[config.mk]
export PLATFORM = sky130hd
export DESIGN_NAME = i2s_rx_frame_buffer
export DESIGN_NICKNAME = d
export VERILOG_FILES = /design/src/rtl/i2s_rx_frame_buffer.sv
export SDC_FILE = /design/constraint.sdc
export NUM_CORES = 1
export LEC_CHECK = 0
export ABC_AREA = 1
export ABC_CLOCK_PERIOD_IN_PS = 7700
export CORE_UTILIZATION = 25
export CTS_CLUSTER_SIZE = 28
export DETAILED_ROUTE_END_ITERATION = 10
export PLACE_DENSITY_LB_ADDON = 0.25
export SLEW_MARGIN = 40
export SYNTH_ARGS = -nofsm -noshare
export SYNTH_HDL_FRONTEND = slang
export SYNTH_SLANG_ARGS = --single-unit
[constraint.sdc]
create_clock -name clk_i -period 7.7 [get_ports clk_i]
set_clock_uncertainty 0.05 [all_clocks]
set_input_delay 1.54 -clock clk_i [delete_from_list [all_inputs] [get_ports clk_i]]
set_output_delay 1.54 -clock clk_i [all_outputs]
set_load 0.01 [all_outputs]
[src/rtl/i2s_rx_frame_buffer.sv]
// Pairs left/right I2S words into stereo frames and buffers them in a FIFO
// with a valid/ready output and sticky overflow / channel-order error flags.
module i2s_rx_frame_buffer #(
    parameter int unsigned WORD_WIDTH = 16,
    parameter int unsigned DEPTH_LOG2 = 3
) (
    input  logic                    clk_i,
    input  logic                    rst_ni,
    input  logic [WORD_WIDTH-1:0]   data_i,
    input  logic                    lr_chnl_i,
    input  logic                    write_i,
    output logic [2*WORD_WIDTH-1:0] frame_o,
    output logic                    valid_o,
    input  logic                    ready_i,
    output logic [DEPTH_LOG2:0]     level_o,
    output logic                    ovf_o,
    output logic                    desync_o,
    input  logic                    clr_err_i
);

    localparam int unsigned DEPTH = 2 ** DEPTH_LOG2;

    typedef enum logic {
        WAIT_L,
        HAVE_L
    } state_t;

    state_t                  state_q;
    logic [WORD_WIDTH-1:0]   left_q;
    logic [DEPTH_LOG2:0]     wr_ptr_q, rd_ptr_q;
    logic                    ovf_q, desync_q;
    logic [2*WORD_WIDTH-1:0] mem_q [DEPTH];

    logic push_req, push_ok, pop, full, empty, ovf_set, desync_set;
    logic [2*WORD_WIDTH-1:0] push_frame;

    always_comb begin
        empty      = (wr_ptr_q == rd_ptr_q);
        full       = (wr_ptr_q[DEPTH_LOG2] != rd_ptr_q[DEPTH_LOG2]) &&
                     (wr_ptr_q[DEPTH_LOG2-1:0] == rd_ptr_q[DEPTH_LOG2-1:0]);
        pop        = !empty && ready_i;
        push_req   = write_i && lr_chnl_i && (state_q == HAVE_L);
        push_frame = {left_q, data_i};
        // A pop in the same cycle frees the slot, so a full FIFO still accepts.
        push_ok    = push_req && (!full || pop);
        ovf_set    = push_req && full && !pop;
        desync_set = write_i && (((state_q == WAIT_L) &&  lr_chnl_i) ||
                                 ((state_q == HAVE_L) && !lr_chnl_i));
    end

    always_ff @(posedge clk_i or negedge rst_ni) begin
        if (!rst_ni) begin
            state_q  <= WAIT_L;
            left_q   <= '0;
            wr_ptr_q <= '0;
            rd_ptr_q <= '0;
            ovf_q    <= 1'b0;
            desync_q <= 1'b0;
        end else begin
            if (write_i) begin
                unique case (state_q)
                    WAIT_L: begin
                        if (!lr_chnl_i) begin
                            left_q  <= data_i;
                            state_q <= HAVE_L;
                        end
                    end
                    HAVE_L: begin
                        if (!lr_chnl_i) begin
                            left_q <= data_i;
                        end else begin
                            state_q <= WAIT_L;
                        end
                    end
                    default: state_q <= WAIT_L;
                endcase
            end
            if (push_ok) begin
                wr_ptr_q <= wr_ptr_q + 1'b1;
            end
            if (pop) begin
                rd_ptr_q <= rd_ptr_q + 1'b1;
            end
            // Set events take priority over a same-cycle clear.
            if (ovf_set) begin
                ovf_q <= 1'b1;
            end else if (clr_err_i) begin
                ovf_q <= 1'b0;
            end
            if (desync_set) begin
                desync_q <= 1'b1;
            end else if (clr_err_i) begin
                desync_q <= 1'b0;
            end
        end
    end

    always_ff @(posedge clk_i) begin
        if (push_ok) begin
            mem_q[wr_ptr_q[DEPTH_LOG2-1:0]] <= push_frame;
        end
    end

    always_comb begin
        frame_o  = mem_q[rd_ptr_q[DEPTH_LOG2-1:0]];
        valid_o  = !empty;
        level_o  = wr_ptr_q - rd_ptr_q;
        ovf_o    = ovf_q;
        desync_o = desync_q;
    end

endmodule

== Yosys cells after proc, flatten, opt, wreduce, memory -nomap -nowiden ==
Memory sizes are Yosys's and may differ from the RTL's.
Index checks and enable logic that the tools add are counted.
Word-level totals
  RAM bits: 256
  memories: 1
  output and inout port bits: 39
  flip-flop bits (word level): 27
Cells by class
  reductions and logical operators: 19
  bitwise operators: 2
  multiplexer cells: 7
  add/sub/neg operators: 3
  equal/unequal tests: 3
Memory list
  mem_q: depth 8, bits a word 32, rd ports 1, clocked after Yosys merged registers in 0, wr ports 1, RTL line 32  | logic [2*WORD_WIDTH-1:0] mem_q [DEPTH];
Operators by type and width (number)
  $mux 16: 1
  $logic_and 1x1->1: 10
  $add 4x1->4 const B: 2
  $mux 1: 6
  $eq 4x4->1: 1
  $logic_not 1->1: 4
  $reduce_bool 2->1: 2
  $sub 4x4->4: 1
  $eq 3x3->1: 1
  $logic_or 1x1->1: 2
  $not 1->1: 2
  $reduce_and 2->1: 1
  $ne 1x1->1: 1

== Logic depth before layout (Yosys ltp) ==
  depth in word-level cells: 7
  gate-level depth with buffers: 10

== Worst setup path before layout ==
Ideal clock, no wire load.
  path type: input port to flip-flop
  from: input port lr_chnl_i
  to: memory mem_q[2][0] (netlist name), enable pin
  required time: 7.229 ns
  stages: 4
  library setup time: 0.421 ns
  slack: 3.819 ns
  arrival: 3.410 ns
  cells stage by stage: nand2_1 nor2_1 nand3_1 nor2_1
On the way
  cells in the longest elaborated chain, start to end: 5
RTL lines
  start, declared: RTL line 10  | input logic lr_chnl_i,
  $logic_and 1x1->1 (2 in a row): RTL line 42  | push_req = write_i && lr_chnl_i && (state_q == HAVE_L);
  $logic_and 1x1->1: RTL line 45  | push_ok = push_req && (!full || pop);
  $mux 1: RTL line 99  | if (push_ok) begin
  $mux 1 (not written as such): RTL line 100  | mem_q[wr_ptr_q[DEPTH_LOG2-1:0]] <= push_frame;
  end, declared: RTL line 32
No other way between the ends.

== Worst setup path in the final report ==
  from: register rd_ptr_q[1]
  to: output port frame_o[18]
On the way
  cells in the longest elaborated chain, start to end: 1
RTL lines
  start, declared: RTL line 30  | logic [DEPTH_LOG2:0] wr_ptr_q, rd_ptr_q;
  start signal, assigned: RTL line 82  | rd_ptr_q <= rd_ptr_q + 1'b1;
  $mem_v2 8x32
  end, declared: RTL line 12  | output logic [2*WORD_WIDTH-1:0] frame_o,
No other way between the ends.

==> impl_metrics.ini <==
[outcome]
status = finished, final reports clean

[yosys]
number_of_distinct_library_cell_variants_in_the_gate_level_netlist_after_synthesis = 24
syn_area_um2 = 12390
synth_seq_area_share_pct = 67.49
syn-num-nets = 1279
ys_ff_latch = 283
postSynthAreaPerCell_um2 = 9.906
ys.warnings.count = 0
netlist_instances = 1251

[timing]
fin_tns_setup_ns = 0
max-slew-margin-rel_pct = 50.83
fin_worst_hold_slack_ns = 0.4787
timing.final.crit_share_pct = 63.64
grt_setup_unrepaired = no
setup-violations-final = 0
drv_slew = 0
period_needed_ns = 4.900
hold_viol_final = 0
timing_worst_slew_pin_value_ns = 0.7376
timing.fmax_mhz = 204.1

[cts]
tritoncts = built
path_clk_slew_ns = 0.06
h-tree-depth = 1
cts-buffers-inserted = 30
post-cts-setup-buffers = 0
clock_latency_ns = 0.55
cts_resized = 0
cts_hold_buf = 0
clk_path_buf_depth = 3
clock_sinks = 283
cts_root_buf = clkbuf_16

[routing]
wl_per_cell_um = 14.73
router_iterations_before_antenna_repair = 4
vias = 7917
via_per_inst = 3.972
antenna_violating_nets_post_route = 0
drc = 0
total_wirelength_mm = 29.35
drtIter0Drc = 396

[power]
cellLeakagePower_nw = 6.021
power.ir.vdd_worst_mv = 0.1716
cellPowerDensity_nw_per_um2 = 348.0
post-layout-total-power_mw = 5.088

[floorplanning]
core_region_area_um2 = 48950
floorplan.die_area_um2 = 50460
initial_utilization_pct = 25.32
die-width_um = 224.6
number_of_ports_placed_on_the_die_boundary = 61
die_height_um = 224.6
core.rowCount = 81

[setup_path]
r2r-start = rd_ptr_q[1]
worstPathBufferInverterCount = 4
crit_start = rd_ptr_q[1]
timing.critical_path.mode_cell = nand2_1
crit_path_max_fanout = 69
critical-path-top-delay-family = buffers and inverters
timing.critical_path.from_type = flip-flop
critical_path_class = flip-flop to output pin
critPathRequiredTime_ns = 6.11
cpPeakStageDelay_ns = 0.56
cell_by_cell_listing_of_the_critical_path = buf_6, inv_2, buf_4, nor2_1, nand2_1, nand2_1, nand2_1, nand2_1, clkdlybuf4s50_1
cp_slowest_cell = clkdlybuf4s50_1
worstSetupEndpointType = output pin
crit_arrival_ns = 3.31

[placement]
globalplace.congestion = 0.7069
placed_cells = 1937
port-buffer-count = 60
place_hpwl_mm = 16.10

[global_route]
initial_antenna_violation_count = 0
grt_start_max_net_pins = 165
grt_pass1_wl_mm = 45.84
grt.overflow.total = 0
grt_pass1_vias = 7691
groute.usage.overall_pct = 11.82

[final_layout]
nets = 1333
number_of_inserted_diodes = 0
layout-drive-gt1-share_pct = 7.073
syn2layout_area_growth_pct = 17.97
finish.utilization_pct = 29.86
layout.cells.most_common_list = nand2_1, nor2_1, edfxtp_1, inv_1, clkdlybuf4s50_1
post_layout_nonfiller_instances = 1993
final_common_cell = nand2_1

[flow_run]
timing.max_cap.violations = 0

[min_path]
min-delay-path-class = flip-flop to flip-flop
hold_path_startpoint = desync_o
[sequential cells by signal (all words and copies together), names as in the netlist]
name / cells
mem_q: 256
left_q: 16
rd_ptr_q: 4
wr_ptr_q: 4
desync_o: 1
ovf_o: 1
state_q: 1
[per-layer routing]
layer	track usage (%)	share of wire, %	wire length [um]	up-vias
met5	0	0	0	-
met4	2.480	1.5	434	0
met3	1.646	4.0	1182	35
met2	20.35	48	14060	119
met1	15.77	47	13680	3763
li1	-	-	-	4000
[final cells by class]
| type | count | area, um^2 |
|---|---|---|
| clock buffer | 39 | 835.8 |
| timing repair buffer | 75 | 733.2 |
| multi-input combinational | 773 | 3202 |
| inverter | 142 | 533.0 |
| tap | 664 | 830.8 |
| sequential | 283 | 8368 |
| fill | 5067 | 34330 |
| clock inverter | 17 | 116.4 |
[synth_stat cells]
cell type,number,area (um^2)
nand2_1,455,1708
dfrtp_1,27,675.7
buf_2,22,110.1
buf_4,8,60.06
mux2_2,16,180.2
or2_2,1,6.260
nor2_1,268,1006
nand2_2,2,12.51
nand3b_1,1,7.510
fa_1,1,20.02
nand4_1,1,6.260
a21oi_1,1,5.000
edfxtp_1,256,7687
buf_6,13,146.4
inv_2,1,3.750
buf_1,3,11.26
a21boi_0,1,7.510
xnor2_1,1,8.760
ha_1,5,62.56
o21ai_0,3,15.01
inv_1,141,529.3
clkbuf_1,7,26.28
xor2_1,3,26.28
nand3_1,14,70.07
[path summary, 6_finish.rpt]
check	endpoint	slack [ns]	depth (start not counted)
setup / recovery	frame_o[18]	2.80	9
min in group asynchronous	desync_o	1.34	2
setup reg to reg	mem_q[3][15]	4.05	9
hold reg to reg	desync_o	0.48	2
hold / removal	desync_o	0.48	2
max in group asynchronous	rd_ptr_q[0]	5.94	2
[cell families after synthesis]
family,synth area share (%)
buf+inv,7.159
simple gates,22.73
flops,67.49
compound gates,0.2221
xor+xnor,0.2828
fa+ha+maj,0.6664
mux,1.454
[worst register-to-register path, delay by kind of cell (launching register included)]
kind | cells | cell delay (ns)
adder cells (fa/ha/maj) | 1 | 0.41
buffers and inverters | 3 | 1.38
flip-flops | 1 | 0.35
AND/OR/NAND/NOR | 5 | 1.10
[metrics by stage]
step                      instance area (um^2)  setup WS (ns)
after floorplan                          12390          3.819
after global placement                   13660          3.073
after detailed placement                 13670          3.306
after CTS                                14620          2.713
after global routing                     14620          2.561
final                                    14620          2.800
[power by group]
group | switching (mW) | internal (mW)
sequential | 0.0759 | 1.77
clock | 0.588 | 0.797
combinational | 1.15 | 0.707
total | 1.81 | 3.28
Power figures use the tool's default switching activity.
